`config.mk`:
```
export PLATFORM = sky130hd
export DESIGN_NAME = sample_packer
export DESIGN_NICKNAME = d
export VERILOG_FILES = /design/src/rtl/sample_packer.sv
export SDC_FILE = /design/constraint.sdc
export NUM_CORES = 1
export LEC_CHECK = 0
export ABC_AREA = 1
export CAP_MARGIN = 40
export CORE_ASPECT_RATIO = 2
export CORE_MARGIN = 4
export CORE_UTILIZATION = 30
export CTS_CLUSTER_SIZE = 10
export DETAILED_ROUTE_END_ITERATION = 10
export PLACE_DENSITY = 0.49
export SLEW_MARGIN = 20
export SYNTH_ARGS = -nofsm -noshare
export SYNTH_HDL_FRONTEND = slang
export SYNTH_SLANG_ARGS = --single-unit
```
`constraint.sdc`:
```
create_clock -name clk -period 2.9 [get_ports clk]
set_input_delay 0.29 -clock clk [delete_from_list [all_inputs] [get_ports clk]]
set_output_delay 0.29 -clock clk [all_outputs]
set_load 0.01 [all_outputs]
```
`src/rtl/sample_packer.sv`:
```
// Samples one async line every clk and packs 32 samples per word (bit 0 oldest); optional internal test pattern.
// Latency: 2-flop sync, then a word every 32 clk; first word on the 32nd edge after reset release.
// Backpressure: none; the consumer latches dsq0 on negedge pclk and must keep up with one word per 32 clk.
module sample_packer #(
    parameter int TP = 100,
    parameter int TH = 25
) (
    input  logic        clk,
    input  logic        rst_n,
    input  logic        sig_in,
    input  logic        test_en,
    output logic        pclk,
    output logic [31:0] dsq0,
    output logic        wvld
);

    localparam logic [15:0] TCNT_LAST = 16'(TP - 1);
    localparam logic [16:0] TH_L      = 17'(TH);

    logic        sig_s1;
    logic        s_sig;
    logic        ten_s1;
    logic        s_ten;
    logic [15:0] tcnt;
    logic        tbit;
    logic        mode;
    logic [4:0]  bcnt;
    logic [4:0]  bcnt_next;
    logic        boundary;
    logic        s;
    logic [30:0] sr;

    always_ff @(posedge clk or negedge rst_n) begin
        if (!rst_n) begin
            sig_s1 <= 1'b0;
            s_sig  <= 1'b0;
            ten_s1 <= 1'b0;
            s_ten  <= 1'b0;
        end else begin
            sig_s1 <= sig_in;
            s_sig  <= sig_s1;
            ten_s1 <= test_en;
            s_ten  <= ten_s1;
        end
    end

    // Test counter free-runs; its phase is deliberately unrelated to bcnt.
    always_ff @(posedge clk or negedge rst_n) begin
        if (!rst_n) begin
            tcnt <= '0;
        end else if (tcnt == TCNT_LAST) begin
            tcnt <= '0;
        end else begin
            tcnt <= tcnt + 16'd1;
        end
    end

    assign tbit      = ({1'b0, tcnt} < TH_L);
    assign bcnt_next = bcnt + 5'd1;
    assign boundary  = (bcnt == 5'd31);
    assign s         = mode ? tbit : s_sig;

    // Source only changes at a word boundary so no word mixes sources.
    always_ff @(posedge clk or negedge rst_n) begin
        if (!rst_n) begin
            mode <= 1'b0;
        end else if (boundary) begin
            mode <= s_ten;
        end
    end

    always_ff @(posedge clk or negedge rst_n) begin
        if (!rst_n) begin
            bcnt <= '0;
            pclk <= 1'b0;
        end else begin
            bcnt <= bcnt_next;
            pclk <= ~bcnt_next[4];
        end
    end

    // Slot 31 is never stored: the newest sample goes straight into dsq0.
    always_ff @(posedge clk or negedge rst_n) begin
        if (!rst_n) begin
            sr <= '0;
        end else begin
            for (int i = 0; i < 31; i++) begin
                if (bcnt == 5'(i)) begin
                    sr[i] <= s;
                end
            end
        end
    end

    always_ff @(posedge clk or negedge rst_n) begin
        if (!rst_n) begin
            dsq0 <= '0;
            wvld <= 1'b0;
        end else begin
            wvld <= boundary;
            if (boundary) begin
                dsq0 <= {s, sr};
            end
        end
    end

endmodule

```
**After elaboration in Yosys (flattened, before gate mapping)**

Index checks and enable logic that the tools add are counted.

- Latch bits: 0
- Logic and storage cells: 80
- Memories kept: 0
- Memory bits (read-only): 0
- Memory bits (writable): 0
- Register bits: 91

- $mul: 0
- Reduce and logical (&&, ||, !) cells: 1
- Bitwise operators: 1
- Add/sub/neg operators: 2
- Multiplexer cells: 2
- Equality and inequality tests: 32
- Div/mod/pow operators: 0
- $lt $le $gt $ge: 1
- Shifts and indexed selects: 0

Operators with widths:

| operator | count |
|---|---|
| == test 5 bit, second input constant | 16 |
| == test 5 x 4 -> 1 bit, second input constant | 8 |
| == test 5 x 3 -> 1 bit, second input constant | 4 |
| adder 16 x 1 -> 16 bit, second input constant | 1 |
| == test 16 x 7 -> 1 bit, second input constant | 1 |
| < comparator 16 x 5 -> 1 bit, second input constant | 1 |
| 2-to-1 mux 16 bit | 1 |
| == test 5 x 2 -> 1 bit, second input constant | 2 |
| adder 5 x 1 -> 5 bit, second input constant | 1 |
| == test 5 x 1 -> 1 bit, second input constant | 1 |
| logical NOT 5 bit | 1 |
| 2-to-1 mux 1 bit | 1 |
| inverter 1 bit | 1 |

**Longest topological paths before layout**

Gate-level depths: netlist of run 1.

- Depth in word-level cells: 2
- Depth in mapped cells: 9

**Least setup slack after synthesis of run 1**

No wires, ideal clock.

- Path type: register to register
- Start point: register bcnt[0]
- End point: register dsq0[10]
- Path buffers: 2
- Arrival: 1.600 ns
- Clock period less this slack: 1.666 ns
- Cell stages (with the launch flop): 10
- Required time: 2.834 ns
- Setup time: 0.066 ns
- Setup slack: 1.234 ns
- Cell sequence: dfrtp_1 -> ha_1 -> nand2_1 -> nor2_1 -> ha_1 -> buf_2 -> inv_1 -> clkbuf_1 -> nand2_1 -> nand2_1

- Cells in the longest elaborated chain, start to end: 1

Ends and longest elaborated chain:

| what | RTL line | RTL |
|---|---|---|
| start: declaration | 27 | `logic [4:0] bcnt;` |
| start signal: assignment | 77 | `bcnt <= bcnt_next;` |
| == test 5 bit | 60 | `assign boundary = (bcnt == 5'd31);` |
| net boundary | 29 | `logic boundary;` |
| end signal: assignment | 102 | `dsq0 <= {s, sr};` |
| end: declaration | 13 | `output logic [31:0] dsq0,` |

The timed path passes the listed nets, and every way through them passes these cells.
A chain may end at the register's enable or synchronous reset.

**Worst setup path in the final report of run 1**

- Start point: register bcnt[4]
- End point: register sr[29]

- Cells in the longest elaborated chain, start to end: 1

Ends and longest elaborated chain:

| what | RTL line | RTL |
|---|---|---|
| == test 5 bit | 88 | `if (bcnt == 5'(i)) begin` |
| end signal: indexed assignment | 89 | `sr[i] <= s;` |
| end: declaration | 31 | `logic [30:0] sr;` |

No other way between the ends.

==> results_dict.tcl, run 1 <==
set metrics [dict create \
    wl_met2_um 5050 \
    grt_max_degree 53 \
    finalSetupViolCount 0 \
    clock_path_buffers 2 \
    yosysTopAreaCellShare 0.564 \
    tns_ns 0 \
    wl_met1_um 3710 \
    start_util 0.307 \
    power.total_mw 2.55 \
    post_dp_cell_area_mm2 0.00455 \
    status "complete, no violations" \
    dieWidth_um 90.0 \
    gp_congestion 0.848 \
    design_area_mm2 0.00483 \
    intPower_mw 1.96 \
    syn_inst 499 \
    cts_htree_levels 3 \
    rsz0062_at_grt "no" \
    ant_nets 0 \
    rows 59 \
    wl_um 9170 \
    layout-drive-gt1-share 0.0463 \
    ys_ff_latch 91 \
    ir_worst_vdd_uv 276 \
    fin_nets 548 \
    fillers 1360 \
    critPathLaunchType "flop" \
    drv_slew 0 \
    via_count 3081 \
    grt_overflow 0 \
    drc 0 \
    hpwlAfterDp_um 6550 \
    mostFrequentLayoutCell "nand2_1" \
    finalCritPeriodShare 0.691 \
    end_kind "flop" \
    cp_data_arrival_time_ns 2.23 \
    cts-resized-gates 0 \
    synth_area_leaders "dfrtp_1 56%, nand2_1 21%, inv_1 5.1%, nor2_1 3.2%, nand3_1 2.7%" \
    power_frac_comb 0.053 \
    io_pins 38 \
    holdWs_ns 0.347 \
    rr_worst_depth 5 \
    final_cell_mix "224 x nand2_1, 91 x dfrtp_1, 55 x inv_1" \
    dr.max_layer_used "met4" \
    required_ns 3.12 \
    syn_area_per_cell_um2 8.09 \
    p_leak_nw 2.51 \
    drv_cap 0 \
    hold_class "reg -> reg" \
    fin_skew_ns 0.00939 \
    synthesis.nets 511 \
    syn_area_mm2 0.00404 \
    gr-usage-all-layers 0.127 \
    antenna_cells 0 \
    ys_warn_count 0 \
    port_buffers 37 \
    yosysTopAreaCell "dfrtp_1" \
    hold_viol 0 \
    cts-root-buf "clkbuf_16" \
    chipHeight_um 172 \
    coreArea_mm2 0.0131 \
    netlist-cell-type-count 22 \
    crit_type "reg -> reg" \
    multiInputGateArea_mm2 0.00144 \
    max_slew_margin 0.567 \
    antenna_found_initial 0 \
    cts_tree "done" \
    area_growth_pct 19.6 \
    netSwitchingPower_mw 0.589 \
    wire_per_inst_um 13.3 \
    worstHoldPathCells 0 \
    swShare 0.231 \
    synth_seq_area_share 0.564 \
    crit_fanout 21 \
    tightest_slew_ns 0.649 \
    clk_latency_ns 0.34 \
    clk_pin_slew_worst_paths_ns 0.07 \
    cts_sinks 91 \
    pwr-share-clk 0.419 \
    period_needed_ns 2.00 \
    post_drt_via_cell_ratio 4.45 \
    grt_pass1_wl_um 15600 \
    firstDrtPassIters 4 \
    seq_power_share 0.527 \
    first_iter_violations 179 \
    cts_buffers 9 \
    max_freq_mhz 499 \
    die_area_mm2 0.0155 \
    wl_met3_um 214 \
    seq_area_mm2 0.00228 \
    p_per_area_mw_per_mm2 527 \
    grt_pass1_vias 3232 \
]
## power groups by stage
stage	logic (mW)	clock network (mW)	registers, mW
2_1_floorplan	0.0435	0	1.37
3_3_place_gp	0.136	0	1.37
3_5_place_dp	0.139	0	1.37
4_1_cts	0.141	1.11	1.34
5_1_grt	0.154	1.16	1.35
6_report	0.136	1.07	1.34
## path summary, 6_finish.rpt
kind / start / end / slack [ns]
max: bcnt[4]$_DFF_PN0_ / sr[29]$_DFFE_PN0N_ / 0.90
min: ten_s1$_DFF_PN0_ / s_ten$_DFF_PN0_ / 0.35
min reg2reg: ten_s1$_DFF_PN0_ / s_ten$_DFF_PN0_ / 0.35
max in group asynchronous: rst_n / sr[1]$_DFFE_PN0N_ / 1.72
max reg2reg: bcnt[4]$_DFF_PN0_ / sr[29]$_DFFE_PN0N_ / 0.90
min in group asynchronous: rst_n / tcnt[14]$_DFF_PN0_ / 0.47
## critical path, stage by stage (launching register included)
cell	delay, ns
dfrtp_1	0.75
inv_1	0.49
nor3_1	0.45
inv_1	0.08
nand2_1	0.07
nand2_1	0.04
## metrics by stage
stage | cells | setup slack (ns) | utilization
after floorplan | 499 | 1.23 | -
after global placement | 675 | 0.821 | 0.345
after detailed placement | 676 | 0.861 | 0.347
after CTS | 692 | 0.842 | 0.368
after global routing | 692 | 0.694 | 0.368
final | 692 | 0.897 | 0.368
## layout make-up
cell class,count,area share
clock inverter,5,0.00803
sequential,91,0.471
multi-input combinational,329,0.297
inverter,64,0.0497
timing repair buffer,41,0.0870
clock buffer,10,0.0474
tap,152,0.0394
## Yosys cell counts, drive strengths merged
cell type and count:
nand3 22, nand2 225, a21oi 1, xnor2 1, clkinv 8, clkbuf 7, nor2 37, ha 8
xor2 6, nand3b 1, o21ai 11, nor3 11, inv 56, dfrtp 91, buf 8, nand4 6
## per-layer routing
metal / global-route usage / vias up
li1: - / 1572
met2: 0.247 / 39
met5: 0 / -
met1: 0.132 / 1458
met3: 0.0257 / 12
met4: 0.0514 / 0
## registers in the layout (all words and copies together), names as in the netlist
register	flops
dsq0	32
sr	31
tcnt	16
bcnt	5
mode	1
pclk	1
s_sig	1
s_ten	1
sig_s1	1
ten_s1	1
wvld	1
## cells by family (layout without fill, tap and decap cells)
| logic type | Yosys count | after routing | share of synthesized area |
|---|---|---|---|
| AND/OR/NAND/NOR | 302 | 302 | 0.301 |
| flip-flops | 91 | 91 | 0.564 |
| XOR/XNOR | 7 | 7 | 0.0152 |
| AO/OA/AOI/OAI | 12 | 12 | 0.0149 |
| adder cells (fa/ha/maj) | 8 | 8 | 0.0248 |
| buffers and inverters | 79 | 120 | 0.0806 |
## what timing repair did
| item | 4_1_cts | 5_1_grt |
|---|---|---|
| hold endpoints to repair | 39 | 0 |
| setup endpoints to repair | 0 | 0 |
| hold buffers | 1 | 0 |
| setup buffers | 0 | 0 |
No activity file was read; power rests on OpenSTA's default activity.
==> run 2: changes to the inputs <==
==> constraint.sdc (replaced) <==
create_clock -name clk -period 1.95 [get_ports clk]
set_input_delay 0.195 -clock clk [delete_from_list [all_inputs] [get_ports clk]]
set_output_delay 0.195 -clock clk [all_outputs]
set_load 0.01 [all_outputs]
==> run 2 against run 1 <==
Effect of this change: flip-flop and latch count unchanged; non-clock buffer count increased by 3; die area unchanged; critical path type unchanged; sequential power increased by 49%; largest cell class unchanged; global-route usage increased by 0.39 points; worst hold slack got worse by 0.054 ns; register-to-register slack got worse by 0.70 ns; routed wire length increased by 2.9%.
==> results_dict.tcl, run 2 (synthesis results as in run 1) <==
set metrics [dict create \
    status "complete, no violations" \
    post_cts_buffers 0 \
    clk_latency_ns 0.34 \
    ant_nets 0 \
    cts_buffers 9 \
    end_kind "flop" \
    gr-usage-all-layers 0.131 \
    place_ws_ns 0.192 \
    regMostFlops "dsq0" \
    holdPathEnd "ten_s1$_DFF_PN0_" \
    r2r-end "dsq0[25]$_DFFE_PN0P_" \
    port_buffers 37 \
    final_cell_mix "224 x nand2_1, 91 x dfrtp_1, 55 x inv_1" \
    fillers 1349 \
    r2r-start "bcnt[1]$_DFF_PN0_" \
    clock_path_buffers 2 \
    grt_max_degree 45 \
    coreArea_mm2 0.0131 \
    timing.critical_path.mode_cell "nand2_1" \
    max_freq_mhz 569 \
    cts_tree "done" \
    antenna_cells 0 \
    ff2ff_setup_slack_ns 0.19 \
    tns_ns 0 \
    dieWidth_um 90.0 \
    required_ns 2.18 \
    drc 0 \
    first_iter_violations 137 \
    crit_fanout 26 \
    period_needed_ns 1.76 \
    p_leak_nw 2.54 \
    worstHoldPathCells 1 \
    finalSetupViolCount 0 \
    clk_pin_slew_worst_paths_ns 0.06 \
    holdWs_ns 0.293 \
    rows 59 \
    cp_top_family "adder cells" \
    design_area_mm2 0.00486 \
    largest_reg_flops 32 \
    post_dp_cell_area_mm2 0.00458 \
    utilization 0.370 \
    chipHeight_um 172 \
    crit_type "reg -> reg" \
    crit_buf_inv 2 \
    cts_sinks 91 \
    start_util 0.307 \
    rr_worst_depth 8 \
    grt_pass1_wl_um 16000 \
    post_drt_via_cell_ratio 4.53 \
    rsz0062_at_grt "no" \
    hold_start "test_en" \
    finalCritPeriodShare 0.902 \
    hpwlAfterDp_um 6750 \
    wl_um 9440 \
    layout-drive-gt1-share 0.0497 \
    biggestRegsByFlops "dsq0 x32, sr x31, tcnt x16" \
    grt_pass1_vias 3320 \
    p_per_area_mw_per_mm2 778 \
    layout_setup_ws_ns 0.192 \
    cts-root-buf "clkbuf_16" \
    max_slew_margin 0.567 \
    ir_worst_vdd_uv 426 \
    area_growth_pct 20.3 \
    fin_skew_ns 0.00493 \
    firstDrtPassIters 6 \
    io_pins 38 \
    via_count 3147 \
    fin_nets 551 \
    tightest_slew_ns 0.647 \
    cp_cell_sequence "ha_1 -> nand2_1 -> nor2_1 -> ha_1 -> inv_1 -> buf_12 -> nand2_1 -> nand2_1" \
    drv_cap 0 \
    max_stage_delay_ns 0.42 \
    cts_htree_levels 3 \
    mostFrequentLayoutCell "nand2_1" \
    wire_per_inst_um 13.6 \
    cp_data_arrival_time_ns 1.99 \
    gp_congestion 0.849 \
    grt_overflow 0 \
    critPathLaunchType "flop" \
    crit_slowest_cell "dfrtp_1" \
    hold_class "in -> reg" \
    antenna_found_initial 0 \
    die_area_mm2 0.0155 \
    hold_viol 0 \
    drv_slew 0 \
]
run 2: what timing repair did:
item / CTS / global route
endpoints found under the setup margin: 0 / 2
hold endpoints to repair: 42 / 0
hold buffers: 1 / 0
gates resized for setup: 0 / 1
run 2: through the flow:
| stage | cells | power [mW] |
|---|---|---|
| after floorplan | 499 | 2.10 |
| after global placement | 679 | 2.24 |
| after detailed placement | 679 | 2.24 |
| after CTS | 695 | 3.85 |
| after global routing | 695 | 3.94 |
| final | 695 | 3.78 |
run 2: layer usage:
layer  up-vias  wire [um]  GRT usage  part of all wire
li1       1577          -          -                 -
met1      1497       3680      0.133              0.39
met2        55       5190      0.250              0.55
met3        18        249     0.0261             0.026
met4         0        315     0.0694             0.033
met5         -          0          0                 0
run 2: where the power goes:
group / internal (mW) / switching, mW / total (mW)
registers: 1.96 / 0.0405 / 2.00
clock network: 0.886 / 0.688 / 1.57
logic: 0.0933 / 0.110 / 0.203
total: 2.94 / 0.839 / 3.78
run 2: worst max path at each step:
| stage | startpoint | to | depth (start not counted) |
|---|---|---|---|
| 6_report | bcnt[1]$_DFF_PN0_ | dsq0[25]$_DFFE_PN0P_ | 8 |
| 5_1_grt | bcnt[1]$_DFF_PN0_ | dsq0[11]$_DFFE_PN0P_ | 8 |
| 4_1_cts | bcnt[1]$_DFF_PN0_ | dsq0[3]$_DFFE_PN0P_ | 7 |
| 3_5_place_dp | bcnt[1]$_DFF_PN0_ | dsq0[3]$_DFFE_PN0P_ | 7 |
| 3_3_place_gp | bcnt[1]$_DFF_PN0_ | dsq0[3]$_DFFE_PN0P_ | 7 |
| 2_1_floorplan | bcnt[0]$_DFF_PN0_ | dsq0[10]$_DFFE_PN0P_ | 9 |
run 2: final cells by class:
type	count	area, um^2	share of cell area
clock buffer	12	246	0.0508
sequential	91	2280	0.469
tap	152	190	0.0392
clock inverter	3	15.0	0.00309
timing repair buffer	44	452	0.0930
inverter	64	240	0.0495
multi-input combinational	329	1440	0.296
run 2: worst register-to-register path, stage by stage, from the launching register on:
cell and delay [ns]:
dfrtp_1 0.42, ha_1 0.28, nand2_1 0.10, nor2_1 0.15, ha_1 0.23, inv_1 0.15, buf_12 0.20, nand2_1 0.08
nand2_1 0.04
